### config.mk
export PLATFORM = sky130hd
export DESIGN_NAME = systolic_ctrl_flat
export DESIGN_NICKNAME = d
export VERILOG_FILES = /design/src/rtl/systolic_ctrl_if.sv /design/src/rtl/systolic_ctrl.sv /design/src/flat_wrapper.sv
export SDC_FILE = /design/constraint.sdc
export NUM_CORES = 1
export LEC_CHECK = 0
export CAP_MARGIN = 20
export CORE_MARGIN = 4
export CORE_UTILIZATION = 53
export CTS_BUF_LIST = sky130_fd_sc_hd__clkbuf_4
export CTS_CLUSTER_DIAMETER = 30
export CTS_CLUSTER_SIZE = 14
export DETAILED_ROUTE_END_ITERATION = 16
export GPL_ROUTABILITY_DRIVEN = 0
export PLACE_DENSITY = 0.78
export SYNTH_ARGS = -nofsm -noshare
export SYNTH_HDL_FRONTEND = slang
export SYNTH_SLANG_ARGS = --single-unit
### constraint.sdc
create_clock -name clk -period 1.74 [get_ports clk]
set_input_delay 0.348 -clock clk [delete_from_list [all_inputs] [get_ports clk]]
set_output_delay 0.348 -clock clk [all_outputs]
set_load 0.005 [all_outputs]
### src/rtl/systolic_ctrl_if.sv
// Handshake bundle between the systolic-array sequencer and its surroundings.
// The master side is the start source and operand buffers. The slave side is
// the sequencer itself.
interface systolic_ctrl_if #(
   parameter int N     = 4,
   parameter int CNT_W = 8
);

   logic             start;
   logic             stall;
   logic             busy;
   logic             clear_acc;
   logic [N-1:0]     row_valid;
   logic [CNT_W-1:0] feed_cnt;
   logic             done;

   modport master (
      output start,
      output stall,
      input  busy,
      input  clear_acc,
      input  row_valid,
      input  feed_cnt,
      input  done
   );

   modport slave (
      input  start,
      input  stall,
      output busy,
      output clear_acc,
      output row_valid,
      output feed_cnt,
      output done
   );

endinterface

### src/rtl/systolic_ctrl.sv
// Sequencer for one NxN systolic matrix-multiply pass.
// A pass clears the PE accumulators and then feeds skewed per-row operand
// strobes. It then waits N-1 cycles for the array to drain and pulses done.
// Every output is driven straight from a flop.
//
// next_idx holds the feed index to be presented after the next unstalled
// edge. A stall therefore blanks row_valid without consuming an index. When
// the stall releases, the pattern resumes at the element that was held back.
module systolic_ctrl #(
   parameter int N     = 4,
   parameter int K     = 4,
   parameter int CNT_W = 8
) (
   input  logic              clk,
   input  logic              rst_n,
   systolic_ctrl_if.slave    bus
);

   // Refuse to build a configuration whose counters could wrap.
   if (N < 1) begin : g_bad_n
      $error("systolic_ctrl: N must be at least 1");
   end
   if (K < 1) begin : g_bad_k
      $error("systolic_ctrl: K must be at least 1");
   end
   if ((2 ** CNT_W) <= (K + N - 1)) begin : g_bad_cnt_w
      $error("systolic_ctrl: CNT_W too narrow for K+N-1");
   end

   // One past the last feed index. Reaching it ends the feed phase.
   localparam logic [CNT_W-1:0] FEED_END   = CNT_W'(K + N - 1);
   // The drain phase lasts this many cycles.
   localparam logic [CNT_W-1:0] DRAIN_LAST = CNT_W'((N > 1) ? (N - 1) : 1);

   typedef enum logic [2:0] {
      IDLE,
      CLEAR,
      FEED,
      DRAIN,
      DONE
   } state_t;

   state_t           state;
   logic [CNT_W-1:0] next_idx;
   logic [CNT_W-1:0] drain_cnt;

   logic             busy_q;
   logic             clear_acc_q;
   logic [N-1:0]     row_valid_q;
   logic [CNT_W-1:0] feed_cnt_q;
   logic             done_q;

   // Row i is live while its K-element stream, delayed by i cycles, is
   // passing through index c.
   function automatic logic [N-1:0] feed_pattern(input logic [CNT_W-1:0] c);
      logic [N-1:0] p;
      p = '0;
      for (int i = 0; i < N; i++) begin
         p[i] = (int'(c) >= i) && (int'(c) < (i + K));
      end
      return p;
   endfunction

   // Pass sequencer. It advances state and counters, and it registers every
   // output for the cycle that follows the edge.
   always_ff @(posedge clk or negedge rst_n) begin
      if (!rst_n) begin
         state       <= IDLE;
         next_idx    <= '0;
         drain_cnt   <= '0;
         busy_q      <= 1'b0;
         clear_acc_q <= 1'b0;
         row_valid_q <= '0;
         feed_cnt_q  <= '0;
         done_q      <= 1'b0;
      end else begin
         clear_acc_q <= 1'b0;
         done_q      <= 1'b0;
         case (state)
            IDLE: begin
               row_valid_q <= '0;
               feed_cnt_q  <= '0;
               busy_q      <= 1'b0;
               if (bus.start) begin
                  state       <= CLEAR;
                  clear_acc_q <= 1'b1;
                  busy_q      <= 1'b1;
               end
            end
            CLEAR: begin
               state       <= FEED;
               row_valid_q <= feed_pattern('0);
               feed_cnt_q  <= '0;
               next_idx    <= CNT_W'(1);
            end
            FEED: begin
               if (bus.stall) begin
                  row_valid_q <= '0;
               end else if (next_idx == FEED_END) begin
                  row_valid_q <= '0;
                  feed_cnt_q  <= '0;
                  next_idx    <= '0;
                  if (N > 1) begin
                     state     <= DRAIN;
                     drain_cnt <= CNT_W'(1);
                  end else begin
                     state  <= DONE;
                     done_q <= 1'b1;
                  end
               end else begin
                  row_valid_q <= feed_pattern(next_idx);
                  feed_cnt_q  <= next_idx;
                  next_idx    <= next_idx + CNT_W'(1);
               end
            end
            DRAIN: begin
               row_valid_q <= '0;
               if (!bus.stall) begin
                  if (drain_cnt == DRAIN_LAST) begin
                     state     <= DONE;
                     drain_cnt <= '0;
                     done_q    <= 1'b1;
                  end else begin
                     drain_cnt <= drain_cnt + CNT_W'(1);
                  end
               end
            end
            DONE: begin
               state  <= IDLE;
               busy_q <= 1'b0;
            end
            default: begin
               state       <= IDLE;
               busy_q      <= 1'b0;
               row_valid_q <= '0;
               feed_cnt_q  <= '0;
            end
         endcase
      end
   end

   assign bus.busy      = busy_q;
   assign bus.clear_acc = clear_acc_q;
   assign bus.row_valid = row_valid_q;
   assign bus.feed_cnt  = feed_cnt_q;
   assign bus.done      = done_q;

endmodule

### src/flat_wrapper.sv
// flat-port wrapper written by rule: the top's interface ports become plain ports
module systolic_ctrl_flat 
#(
   parameter int N     = 4,
   parameter int K     = 4,
   parameter int CNT_W = 8
)
  (clk, rst_n, bus_start, bus_stall, bus_busy, bus_clear_acc, bus_row_valid, bus_feed_cnt, bus_done);
  systolic_ctrl_if #(.N(N), .CNT_W(CNT_W)) bus_i ();
  input  logic clk;
  input  logic rst_n;
  input wire logic [$bits(bus_i.start)-1:0] bus_start;
  input wire logic [$bits(bus_i.stall)-1:0] bus_stall;
  output wire logic [$bits(bus_i.busy)-1:0] bus_busy;
  output wire logic [$bits(bus_i.clear_acc)-1:0] bus_clear_acc;
  output wire logic [$bits(bus_i.row_valid)-1:0] bus_row_valid;
  output wire logic [$bits(bus_i.feed_cnt)-1:0] bus_feed_cnt;
  output wire logic [$bits(bus_i.done)-1:0] bus_done;
  assign bus_i.start = bus_start;
  assign bus_i.stall = bus_stall;
  assign bus_busy = bus_i.busy;
  assign bus_clear_acc = bus_i.clear_acc;
  assign bus_row_valid = bus_i.row_valid;
  assign bus_feed_cnt = bus_i.feed_cnt;
  assign bus_done = bus_i.done;
  systolic_ctrl #(.N(N), .K(K), .CNT_W(CNT_W)) u_core (.clk(clk), .rst_n(rst_n), .bus(bus_i));
endmodule
==> results.txt <==
Core Box Area - 3340 um^2
final setup vio count - 0
full die area - 4430 um^2
Die Y - 66.6 um
Rows - 21
EDFF count, synth - 0
prevailing post-synth register cell - dfrtp_1
critical path's slowest cell - or4_4
Unique masters post-synth - 46
crit path capture type - register
# nets final - 236
clock slew at reported path FFs - 100 ps
area share of the largest cell type after synthesis - 0.468
Avg Vias per Cell - 5.70
WL per Instance - 15.2 um
antenna viol nets, final - 0
Ys Warns - 0
VDD IR max - 0.760 mV
Clock Sink Count - 34
Die Span X - 66.6 um
WS Path Type - register to register
worst-path fanout max - 6
async set or reset register ratio after synthesis - 1.00
global-route wire length before repair - 7150 um
Pins Over Slew Limit - 0
area growth from synthesis to layout - 23.0%
Worst Skew - 9.67 ps
Post-Syn Area - 1820 um^2
TritonCTS clock tree - built
status - complete, no violations
Mapped Avg Cell Area - 9.63 um^2
Mapped Nets - 198
max incr delay on CP - 550 ps
# IOs - 19
Seq/Total Area, Yosys - 0.468
Worst EP required - 1980 ps
initial core utilization - 0.545
DRT Wirelength - 4180 um
Total Routing Usage GR - 0.214
CTS Buffer Depth - 2
Tot Pwr - 3.39 mW
Worst EP arrival - 1930 ps
Fmax - 0.591 GHz
buffer type at the clock tree root - clkbuf_4
Period minus WS final - 1690 ps
antenna violations before repair - 0
fraction of layout cells with a size suffix above 1 - 0.180
maximum level of the CTS H-tree - 2
Synth area leader - dfrtp_1
slew margin rel. - 0.711
Max Cap Violations - 0
setup bufs post-CTS - 0
critical path startpoint category - register
CTS Hold Buffers Added - 0
vias in the first global route - 1541
unrepaired setup endpoints after global routing - false
leading post-synthesis cells by cell area - dfrtp_1 (47%), nand2_1 (5.0%), o21ai_0 (4.4%)
number of synthesized register bits - 34
diodes inserted - 0
Post-Synthesis Cells - 189
drt drc - 0
PortBufs - 18
initial DRC count - 108
remaining global-route overflow - 0
Worst-Margin Slew - 433 ps
min-delay worst type - primary input to async pin
worst-skew pair later-pin latency - 350 ps
dpl hpwl - 2890 um
leakage power - 1.02 nW
final period utilization - 0.973
largest net degree at the start of global routing - 35
worst-path cell chain - or4_4, o31a_4, a41oi_1, a31oi_1
Fillers - 273
Detailed Routing Iterations Pass 1 - 4
final hold violations - 0
final core occ - 0.670
TritonCTS buffer count - 5
DR vias - 1561
pwr dens - 1520 nW/um^2
-- worst max-delay path: cells and delay by family, from the launching register on --
| family | cells | cell delay [ps] |
|---|---|---|
| AO/OA/AOI/OAI | 3 | 610 |
| flip-flops | 1 | 430 |
| AND/OR/NAND/NOR | 1 | 550 |
-- layout make-up --
class,instances,area [um^2],share of cell area
clock buffer,6,45.0,0.0201
clock inverter,2,8.76,0.00391
inverter,6,22.5,0.0101
multi-input combinational,141,912,0.408
sequential,34,853,0.381
tap,46,57.6,0.0257
timing repair buffer,39,338,0.151
-- cell families (layout without fill, tap and decap cells) --
| logic type | Yosys count | count (layout) | share of synthesized area |
|---|---|---|---|
| xor+xnor | 4 | 4 | 0.0193 |
| fa+ha+maj | 5 | 5 | 0.0344 |
| simple gates | 74 | 74 | 0.238 |
| mux | 1 | 1 | 0.00550 |
| flops | 34 | 34 | 0.468 |
| buf+inv | 14 | 53 | 0.0309 |
| compound gates | 57 | 57 | 0.204 |
-- flip-flops by register name (all words and copies together), names as in the netlist --
name                  flops
u_core.bus.feed_cnt       8
u_core.drain_cnt          8
u_core.bus.done           1
u_core.state              3
u_core.bus.clear_acc      1
u_core.next_idx           8
u_core.bus.busy           1
u_core.bus.row_valid      4
-- placed cells by master, fill, tap and decap left out, drive strengths merged, types with 4 or more instances in the layout --
cell           synthesis  layout
a21oi                 13      13
a22o                   5       5
a31oi                  5       5
and2                   4       4
and3                   6       6
buf                    3      21
clkbuf                 5       6
clkdlybuf4s50          0      18
dfrtp                 34      34
ha                     5       5
inv                    6       6
nand2                 24      24
nor2                  10      10
o21ai                 16      16
or3                    4       4
-- metrics by stage --
| stage | std cells | setup slack [ps] | area [um^2] | hold WS [ps] | TNS, ps |
|---|---|---|---|---|---|
| 2_1_floorplan | 189 | 109 | 1820 | 52.4 | 0 |
| 3_3_place_gp | 266 | -111 | 2180 | 461 | -462 |
| 3_5_place_dp | 266 | -177 | 2180 | 472 | -1360 |
| 4_1_cts | 274 | 57.5 | 2230 | 399 | 0 |
| 5_1_grt | 274 | 6.91 | 2240 | 417 | 0 |
| 6_report | 274 | 47.4 | 2240 | 394 | 0 |
-- timing repair --
action,CTS,global route
resized for setup,0,2
setup endpoints to repair,0,5
hold endpoints to repair,0,0
-- metal layers --
metal	up-vias	wire, um	GRT usage
li1	762	-	-
met1	717	1910	0.276
met2	70	1930	0.338
met3	12	247	0.0438
met4	0	87	0.112
met5	-	0	0
-- worst paths after layout --
check,startpoint,end,slack [ps],cells after the start
min in group clk,u_core.bus.feed_cnt[4],u_core.bus.feed_cnt[4],490,2
min reg2reg,u_core.bus.feed_cnt[4],u_core.bus.feed_cnt[4],490,2
min,rst_n,u_core.next_idx[6],390,2
max,u_core.drain_cnt[5],u_core.drain_cnt[5],50,4
max in group asynchronous,rst_n,u_core.state[2],1010,2
max reg2reg,u_core.drain_cnt[5],u_core.drain_cnt[5],50,4
-- cells in the mapped netlist, types with 3 or more instances --
| cell type | count |
|---|---|
| dfrtp_1 | 34 |
| nand2_1 | 24 |
| o21ai_0 | 16 |
| a21oi_1 | 13 |
| nor2_1 | 10 |
| and3_1 | 6 |
| inv_1 | 6 |
| a22o_1 | 5 |
| a31oi_1 | 5 |
| clkbuf_1 | 5 |
| ha_1 | 5 |
| or3_1 | 4 |
| and2_1 | 3 |
| buf_2 | 3 |
| nand2b_1 | 3 |
| nand3_1 | 3 |
| nor3b_1 | 3 |
| o31ai_1 | 3 |
| xor2_1 | 3 |
-- where the power goes --
part / internal [mW] / switching (mW) / total [mW]
clock: 0.167 / 0.267 / 0.434
combinational: 0.855 / 0.901 / 1.76
sequential: 0.997 / 0.204 / 1.20
Power figures use the tool's default switching activity.
